$ cat config.mk
export PLATFORM = sky130hd
export DESIGN_NAME = tribus_arbiter
export DESIGN_NICKNAME = d
export VERILOG_FILES = /design/src/rtl/tribus_arbiter.sv
export SDC_FILE = /design/constraint.sdc
export NUM_CORES = 1
export LEC_CHECK = 0
export ABC_CLOCK_PERIOD_IN_PS = 1600
export CAP_MARGIN = 20
export CELL_PAD_IN_SITES_DETAIL_PLACEMENT = 1
export CELL_PAD_IN_SITES_GLOBAL_PLACEMENT = 1
export CORE_ASPECT_RATIO = 1.1
export CORE_MARGIN = 2
export CORE_UTILIZATION = 34
export DETAILED_ROUTE_END_ITERATION = 8
export HOLD_SLACK_MARGIN = 0.03
export PLACE_DENSITY = 0.71
export SYNTH_ARGS = -nofsm -noshare
export SYNTH_HDL_FRONTEND = slang
export SYNTH_SLANG_ARGS = --single-unit
$ cat constraint.sdc
create_clock -name clk -period 1.6 [get_ports clk]
set_input_delay 0.16 -clock clk [delete_from_list [all_inputs] [get_ports clk]]
set_output_delay 0.16 -clock clk [all_outputs]
set_load 0.05 [all_outputs]
$ cat src/rtl/tribus_arbiter.sv
// Round-robin owner sequencer for a shared tri-state bus: one driver enabled at a time,
// with a forced all-off turnaround gap between owners and the keeper enabled while idle.
module tribus_arbiter #(
    parameter int N_REQ    = 4,
    parameter int HOLD_MAX = 8,
    parameter int TURN_CYC = 1,
    localparam int OW      = $clog2(N_REQ),
    localparam int HW      = $clog2(HOLD_MAX + 1),
    localparam int TW      = $clog2(TURN_CYC + 1)
) (
    input  logic             clk,
    input  logic             rst,
    input  logic [N_REQ-1:0] req,
    input  logic [N_REQ-1:0] done,
    output logic [N_REQ-1:0] gnt,
    output logic [N_REQ-1:0] drv_en,
    output logic [OW-1:0]    owner,
    output logic             bus_pchg
);

    typedef enum logic [1:0] {IDLE, OWN, TURN} state_t;

    state_t          state;
    logic [OW-1:0]   ptr;
    logic [HW-1:0]   hold_cnt;
    logic [TW-1:0]   turn_cnt;

    logic [OW-1:0]   win_idx;
    logic            win_any;
    logic [N_REQ-1:0] others;
    logic            exit_own;
    logic            arb_now;

    // Rotating priority: scan from highest offset down so the lowest offset from ptr wins.
    always_comb begin
        int idx;
        win_idx = '0;
        win_any = |req;
        for (int k = N_REQ - 1; k >= 0; k--) begin
            idx = int'(ptr) + k;
            if (idx >= N_REQ) idx = idx - N_REQ;
            if (req[idx]) win_idx = OW'(idx);
        end
    end

    always_comb begin
        others        = req;
        others[owner] = 1'b0;
        exit_own = done[owner] || !req[owner] ||
                   ((hold_cnt == HW'(HOLD_MAX)) && (|others));
        arb_now  = (state == IDLE) || ((state == TURN) && (turn_cnt == TW'(TURN_CYC)));
    end

    // Outputs are registered; an asynchronous reset drops every driver without waiting for clk.
    always_ff @(posedge clk or posedge rst) begin
        if (rst) begin
            state    <= IDLE;
            ptr      <= '0;
            hold_cnt <= '0;
            turn_cnt <= '0;
            gnt      <= '0;
            owner    <= '0;
            bus_pchg <= 1'b1;
        end else if (arb_now) begin
            if (win_any) begin
                state    <= OWN;
                gnt      <= {{(N_REQ-1){1'b0}}, 1'b1} << win_idx;
                owner    <= win_idx;
                hold_cnt <= HW'(1);
                bus_pchg <= 1'b0;
            end else begin
                state    <= IDLE;
                gnt      <= '0;
                bus_pchg <= 1'b1;
            end
        end else if (state == OWN) begin
            if (exit_own) begin
                state    <= TURN;
                gnt      <= '0;
                bus_pchg <= 1'b1;
                ptr      <= (owner == OW'(N_REQ - 1)) ? '0 : owner + 1'b1;
                turn_cnt <= TW'(1);
            end else if (hold_cnt != HW'(HOLD_MAX)) begin
                hold_cnt <= hold_cnt + 1'b1;
            end
        end else begin
            turn_cnt <= turn_cnt + 1'b1;
        end
    end

    assign drv_en = gnt;

endmodule

# Word-level counts from Yosys, hierarchy flattened
# Cells that the tools add are included.
[op_classes] addsub=10 magnitude_cmp=10 eq_ne=8 n_shift=1 n_mux=45 n_bitwise=3 reduce_logical=18
[ops] cell="$lt A32 B4 Y1 const B" count=4
[ops] cell="$mux W32" count=4
[ops] cell="$mux W4" count=9
[ops] cell="$mux W1" count=17
[ops] cell="$mux W2" count=8
[ops] cell="$bmux W1 S2" count=6
[ops] cell="$sub A3 B3 Y4 const B" count=3
[ops] cell="$ge A3 B3 Y1 const B" count=3
[ops] cell="$reduce_or A4 Y1" count=2
[ops] cell="$add A2 B2 Y3 const B" count=2
[ops] cell="$reduce_and A2 Y1" count=3
[ops] cell="$reduce_bool A2 Y1" count=3
[ops] cell="$add A4 B1 Y4 const B" count=1
[ops] cell="$and A4 B4 Y4" count=1
[ops] cell="$eq A2 B2 Y1 const B" count=2
[ops] cell="$eq A4 B4 Y1 const B" count=1
[ops] cell="$ne A2 B2 Y1 const B" count=2
[ops] cell="$ne A4 B4 Y1 const B" count=1
[ops] cell="$not A4 Y4" count=1
[ops] cell="$reduce_and A4 Y1" count=1
[ops] cell="$shl A1 B2 Y4 const A" count=1
[ops] cell="$sub A2 B3 Y4 const B" count=1
[ops] cell="$add A2 B1 Y3 const B" count=1
[ops] cell="$ge A2 B3 Y1 const B" count=1
[ops] cell="13 further kinds" count=17
[word_totals] ff_bits=16 inputBits=10 out_inout_bits=11 elab_cells=102

# Depth between registers and ports, before layout
# Gate-level depths: netlist of run 1.
[depth] ltp_word=13 ltp_mapped=6 mapped_depth_nobuf=6

# Worst setup path after synthesis of run 1
# OpenSTA, ideal clock, no wires.
[synth_timing] path_kind="reg2reg" from="register owner[0]" to="register ptr[0]" setup_time_ps=128 t_arrival_ps=1913 t_required_ps=1472 setup_slack_ps=-440 stages_incl_launch_ff=7 path_buffers=0 synth_period_minus_slack_ps=2040 path_cell_list="dfrtp_1 > inv_1 > ha_1 > nor2b_1 > o41ai_2 > a21oi_2 > mux2_1"
[synth_between] elab_chain_cells=10 word_cells_on_any_way=20 cone_classes="add/sub: 1; order compare: 2; eq/ne: 1; mux: 7; bitwise: 2; reduce/logical: 7"
[synth_lines] element="from (decl)" line_no="17" source="output logic [OW-1:0] owner,"
[synth_lines] element="from (signal assigned)" line_no="68" source="owner <= win_idx;"
[synth_lines] element="$lt A2 B3 Y1 (not written as such) / $ge A2 B1 Y1 (equally long branches)" line_no="48" source="others[owner] = 1'b0;"
[synth_lines] element="$logic_and A1 B1 Y1 (not written as such)" line_no="48"
[synth_lines] element="$mux W1 (not written as such)" line_no="48"
[synth_lines] element="$demux W1 S2" line_no="48"
[synth_lines] element="$not A4 Y4 (no line)"
[synth_lines] element="$and A4 B4 Y4 (no line)"
[synth_lines] element="$reduce_or A4 Y1" line_no="50" source="((hold_cnt == HW'(HOLD_MAX)) && (|others));"
[synth_lines] element="$logic_and A1 B1 Y1" line_no="50"
[synth_lines] element="$logic_or A1 B1 Y1" line_no="49" source="exit_own = done[owner] || !req[owner] ||"
[synth_lines] element="$reduce_and A3 Y1 (no line)"
[synth_lines] element="to (signal assigned)" line_no="81" source="ptr <= (owner == OW'(N_REQ - 1)) ? '0 : owner + 1'b1;"
[synth_lines] element="to (decl)" line_no="24" source="logic [OW-1:0] ptr;"
# Parallel ways exist; a longest one is shown, timed or not. The select of a mux whose other input is x is not followed.
# A chain may end at the register's enable or synchronous reset.

# Worst setup path after layout of run 1
[layout_timing] from="register owner[1]" to="register ptr[1]"
# Same word-level chain as after synthesis.

==> flow_summary.json, run 1 <==
{
  "setup_viol": 14,
  "netSwitchingFraction_pct": 45.8,
  "power_mw": 2.97,
  "rr_startpoint": "owner[1]",
  "synth_area_mm2": 0.00103,
  "place_area_mm2": 0.00146,
  "worst_setup_path_end_kind": "flip-flop",
  "rr_worst_depth": 7,
  "antenna_found_initial": 0,
  "crit-reg2reg-capture": "ptr[1]",
  "cts-root-buf": "clkbuf_4",
  "io_pins": 21,
  "slew_headroom_pct": 75.1,
  "cp_max_fo": 4,
  "synth-seq-area-share_pct": 39.1,
  "syn_nets": 119,
  "status": "finished, violations left",
  "viasPerCell": 5.24,
  "nFillCells": 325,
  "max_stage_delay_ps": 450,
  "start_kind": "flip-flop",
  "drive_above_1_share_pct": 49.4,
  "place_hpwl_mm": 2.32,
  "holdWs_ps": 116,
  "r2r_slack_ps": -160,
  "die_area_mm2": 0.00348,
  "setup_slack_ps": -164,
  "cts_hold_buffers": 0,
  "clockBufferDepth": 2,
  "core_area_mm2": 0.00283,
  "arrival_ps": 1940,
  "n_antenna_cell": 0,
  "hold_violations": 0,
  "drt_first_iter_violations": 10,
  "antenna_left": 0,
  "violations": "negative setup slack",
  "synth_cells": 103,
  "seqPwrFrac_pct": 24.8,
  "wl_per_cell_um": 16.2,
  "initial_core_util_pct": 36.4,
  "total_leakage_power_nw": 0.743,
  "h-tree-depth": 1,
  "grt_max_degree": 10,
  "fin_worst_skew_ps": 1.57,
  "gr-usage-all-layers_pct": 19.0,
  "ys_types": 33,
  "vias": 980,
  "area_growth_pct": 57.1,
  "cts.sinks": 16,
  "worstSkewPairLatency_ps": 290,
  "synth_warnings": 0,
  "fin_crit_sh_pct": 110,
  "clkTransAtPathRegs_ps": 100,
  "cts_tree": "built",
  "rsz0062_at_grt": "true",
  "final_area_mm2": 0.00162,
  "drc": 0,
  "fin_crit_ps": 1760,
  "required_ps": 1780,
  "worstSetupPathType": "flip-flop to flip-flop",
  "power.switching_mw": 1.36,
  "cts_buffers": 3,
  "dieWidth_um": 56.4,
  "slowest_stage": "dfrtp_2",
  "final_nets": 171,
  "p_comb_share_pct": 65.9,
  "crit_chain": "inv_4 > ha_4 > nor2b_4 > o41ai_4 > buf_6 > a21oi_4 > mux2_4",
  "io_buffer_count": 20,
  "clkPwrFrac_pct": 9.3,
  "num_rows": 20,
  "ir_drop_v": 0.00119,
  "gp_congestion": 0.801,
  "grt_pass1_wl_mm": 5.06,
  "overflow": 0,
  "yosys_register_bits": 16,
  "tightest_slew_ps": 371,
  "power_per_cell_area_mw_per_mm2": 1840,
  "hold_path_class": "input pin to asynchronous set/reset pin",
  "cap_violations": 0,
  "max_freq_mhz": 567,
  "drt-total-wl_mm": 3.03,
  "intPower_mw": 1.61,
  "grt_pass1_vias": 1056,
  "regArea_um2": 404,
  "synth.avg_cell_area_um2": 9.99,
  "dp_slack_ps": -378,
  "firstDrtPassIters": 4,
  "final_max_slew_viol_count": 0,
  "die_y_um": 61.7,
  "multi_input_area_um2": 686
}
==> worst max-delay path, delay by kind of cell, from the launching register on <==
kind | cells | cell delay, ps
multiplexers | 1 | 300
AO/OA/AOI/OAI | 2 | 430
AND/OR/NAND/NOR | 1 | 40
buffers and inverters | 2 | 290
flip-flops | 1 | 450
adder cells (fa/ha/maj) | 1 | 150
==> how the worst max path moves through the flow <==
stage                endpoint  slack [ps]  depth (start not counted)  startpoint
floorplan              ptr[0]        -270                          4    owner[1]
global route           ptr[1]        -230                          7    owner[1]
detailed placement  drv_en[2]        -380                          6      req[0]
finish                 ptr[1]        -160                          7    owner[1]
CTS                    ptr[1]        -160                          7    owner[0]
global placement    drv_en[2]        -410                          6      req[0]
==> per-stage QoR <==
step	TNS, ps	utilization, %	instances
after floorplan	-1490	-	103
after global placement	-4810	51.7	179
after detailed placement	-4970	51.7	179
after CTS	-1020	54.4	184
after global routing	-2250	57.1	187
final	-1360	57.1	187
==> sequential cells by signal, indices dropped and copies added (netlist names) <==
register	cells
drv_en	4
hold_cnt	4
owner	2
ptr	2
state	2
bus_pchg	1
turn_cnt	1
==> cell usage after synthesis (all sizes together) <==
cell | n | area share (%)
dfrtp | 15 | 36
nand2b | 9 | 5.5
nor2b | 9 | 5.5
a21oi | 7 | 3.8
inv | 7 | 2.6
ha | 6 | 7.3
nand2 | 5 | 1.8
nand3 | 5 | 2.4
buf | 4 | 2.9
a21o | 3 | 2.2
nor2 | 3 | 1.1
o22ai | 3 | 1.8
a21boi | 2 | 1.5
a32o | 2 | 1.9
mux2 | 2 | 2.2
mux2i | 2 | 1.9
mux4 | 2 | 4.4
o21ai | 2 | 0.97
o31ai | 2 | 1.5
o41ai | 2 | 2.4
or4 | 2 | 1.5
a32oi | 1 | 0.85
and3 | 1 | 0.61
and3b | 1 | 0.85
dfstp | 1 | 2.6
nor3 | 1 | 0.49
nor4 | 1 | 0.61
o22a | 1 | 0.85
o31a | 1 | 0.85
or2b | 1 | 0.73
==> layer usage <==
metal | up-vias | track usage (%) | routed length (um)
li1 | 471 | - | -
met5 | - | 0 | 0
met1 | 494 | 21.4 | 1270
met2 | 13 | 37.4 | 1670
met3 | 2 | 3.36 | 78
met4 | 0 | 5.10 | 13
==> what timing repair did <==
item / 4_1_cts / 5_1_grt
buffers inserted: 1 / 3
gates cloned: 0 / 0
gates resized for setup: 11 / 14
pin swaps: 5 / 4
setup endpoints to repair: 13 / 15
==> layout make-up <==
| class | count | share of cell area [%] |
|---|---|---|
| Multi-Input combinational cell | 76 | 42.4 |
| Timing Repair Buffer | 51 | 25.8 |
| Sequential cell | 16 | 25.0 |
| Tap cell | 33 | 2.56 |
| Clock buffer | 4 | 2.25 |
| Inverter | 7 | 1.94 |
==> power groups by stage <==
stage / Sequential (mW) / Combinational (mW) / Clock [mW]
3_5_place_dp: 0.742 / 1.74 / 0
5_1_grt: 0.763 / 2.12 / 0.302
2_1_floorplan: 0.971 / 0.851 / 0
6_report: 0.737 / 1.96 / 0.275
4_1_cts: 0.740 / 1.84 / 0.283
3_3_place_gp: 0.735 / 1.70 / 0
==> cells by family after synthesis <==
kind of cell | count (synthesis) | share of synthesized area [%]
and+or+nand+nor | 38 | 21.0
AOI/OAI and AO/OA | 26 | 18.6
DFF | 16 | 39.1
buffers and inverters | 11 | 5.47
muxes | 6 | 8.52
adders and majority gates | 6 | 7.30
==> placed cells by master (no fill, tap or decap), types with 2 or more instances in the layout <==
master,n
dfrtp_1,13
a21oi_2,3
clkbuf_4,3
inv_1,5
nand2_1,5
buf_6,3
a21o_1,3
mux2_4,2
nand3_1,3
nor2_1,3
nand3_2,2
dfrtp_2,2
mux2i_1,2
mux4_2,2
nor2b_1,5
clkdlybuf4s50_1,9
inv_4,2
a21oi_1,3
nor2b_2,3
o22ai_2,2
ha_1,4
a32o_1,2
nand2b_1,9
buf_4,39
(Power assumes the default switching activity.)
==> run 2: changes to the inputs <==
--- a/config.mk
+++ b/config.mk
@@ -12,6 +12,7 @@
 export CORE_ASPECT_RATIO = 1.1
 export CORE_MARGIN = 2
 export CORE_UTILIZATION = 34
+export CTS_CLUSTER_DIAMETER = 30
 export DETAILED_ROUTE_END_ITERATION = 8
 export HOLD_SLACK_MARGIN = 0.03
 export PLACE_DENSITY = 0.71
==> results of run 2 <==
The final DEF is identical to that of run 1; final timing and power are the same.
==> run 3: changes to the inputs <==
--- a/config.mk
+++ b/config.mk
@@ -16,6 +16,7 @@
 export DETAILED_ROUTE_END_ITERATION = 8
 export HOLD_SLACK_MARGIN = 0.03
 export PLACE_DENSITY = 0.71
+export SKIP_LAST_GASP = 1
 export SYNTH_ARGS = -nofsm -noshare
 export SYNTH_HDL_FRONTEND = slang
 export SYNTH_SLANG_ARGS = --single-unit
==> flow_summary.json, run 3 (synthesis results as in run 1) <==
{
  "drive_above_1_share_pct": 49.4,
  "cts_buffers": 3,
  "area_growth_pct": 57.1,
  "drt_first_iter_violations": 10,
  "hold_violations": 0,
  "initial_core_util_pct": 36.4,
  "num_rows": 20,
  "holdWs_ps": 116,
  "cp_max_fo": 4,
  "start_kind": "flip-flop",
  "cts.sinks": 16,
  "final_nets": 171,
  "worstSkewPairLatency_ps": 290,
  "mostFrequentLayoutCell": "buf_4",
  "cap_violations": 0,
  "setup_viol": 14,
  "cts_hold_buffers": 0,
  "io_pins": 21,
  "drc": 0,
  "fin_crit_sh_pct": 110,
  "grt_max_degree": 10,
  "io_buffer_count": 20,
  "viasPerCell": 5.24,
  "grt_pass1_wl_mm": 5.06,
  "worstSetupPathType": "flip-flop to flip-flop",
  "total_leakage_power_nw": 0.743,
  "crit_chain": "inv_4 > ha_4 > nor2b_4 > o41ai_4 > buf_6 > a21oi_4 > mux2_4",
  "layout_common_cells": "buf_4 (39), dfrtp_1 (13), nand2b_1 (9), clkdlybuf4s50_1 (9)",
  "dieWidth_um": 56.4,
  "gp_congestion": 0.801,
  "max_stage_delay_ps": 450,
  "worst_setup_path_end_kind": "flip-flop",
  "max_freq_mhz": 567,
  "overflow": 0,
  "place_hpwl_mm": 2.32,
  "wl_per_cell_um": 16.2,
  "slew_headroom_pct": 75.1,
  "antenna_left": 0,
  "vias": 980,
  "power_mw": 2.97,
  "setup_slack_ps": -164,
  "placedCellCount": 179,
  "hold_path_class": "input pin to asynchronous set/reset pin",
  "tightest_slew_ps": 371,
  "power_per_cell_area_mw_per_mm2": 1840,
  "status": "finished, violations left",
  "die_area_mm2": 0.00348,
  "firstDrtPassIters": 4,
  "fin_cells": 187,
  "fin_crit_ps": 1760,
  "ir_drop_v": 0.00119,
  "final_area_mm2": 0.00162,
  "gr-usage-all-layers_pct": 19.0,
  "clockBufferDepth": 2,
  "rsz0062_at_grt": "true",
  "core_area_mm2": 0.00283,
  "final_max_slew_viol_count": 0,
  "fin_worst_skew_ps": 1.57,
  "n_antenna_cell": 0,
  "slowest_stage": "dfrtp_2",
  "arrival_ps": 1940,
  "h-tree-depth": 1,
  "drt-total-wl_mm": 3.03,
  "violations": "negative setup slack",
  "grt_pass1_vias": 1056,
  "cts-root-buf": "clkbuf_4",
  "final_util_pct": 57.1,
  "dp_slack_ps": -378,
  "tns_ps": -1360,
  "antenna_found_initial": 0,
  "cts_tree": "built",
  "die_y_um": 61.7,
  "required_ps": 1780,
  "place_area_mm2": 0.00146,
  "clkTransAtPathRegs_ps": 100
}
==> run 3: what timing repair did <==
item | in CTS | in global routing
buffers inserted | 1 | 3
setup endpoints to repair | 13 | 15
gates cloned | 0 | 0
pin swaps | 5 | 4
gates resized for setup | 11 | 14
==> run 3: report_power, final <==
group | internal, mW | leakage (nW) | total (mW) | switching [mW]
combinational | 0.889 | 0.528 | 1.96 | 1.07
sequential | 0.582 | 0.193 | 0.737 | 0.155
clock | 0.138 | 0.0210 | 0.275 | 0.136
total | 1.61 | 0.743 | 2.97 | 1.36
==> run 3: final timing paths <==
path | startpoint | slack, ps | cells past startpoint | endpoint
worst max-delay path | owner[1] | -160 | 7 | ptr[1]
worst min-delay path | rst | 120 | 2 | drv_en[1]
worst max register to register | owner[1] | -160 | 7 | ptr[1]
worst min register to register | turn_cnt | 530 | 1 | turn_cnt
max in group asynchronous | rst | 1050 | 3 | hold_cnt[3]
min in group clk | turn_cnt | 530 | 1 | turn_cnt
==> run 3: cell type report <==
cell class	instances	area [um2]
clock buffers	4	36.3
fillers	325	1210
inverters	7	31.3
multi-input cells	76	686
flip-flops and latches	16	404
well taps	33	41.3
repair buffers	51	417
==> run 3: worst max-delay path: cells and delay by family (launching register included) <==
kind	cells	cell delay, ps
flops	1	450
fa+ha+maj	1	150
buf+inv	2	290
simple gates	1	40
compound gates	2	430
mux	1	300
==> run 3: per-layer routing <==
| metal | part of all wire [%] | routed length (um) | global-route usage (%) |
|---|---|---|---|
| met5 | 0 | 0 | 0 |
| met4 | 0.43 | 13 | 5.10 |
| met3 | 2.6 | 78 | 3.36 |
| met2 | 55 | 1670 | 37.4 |
| met1 | 42 | 1270 | 21.4 |
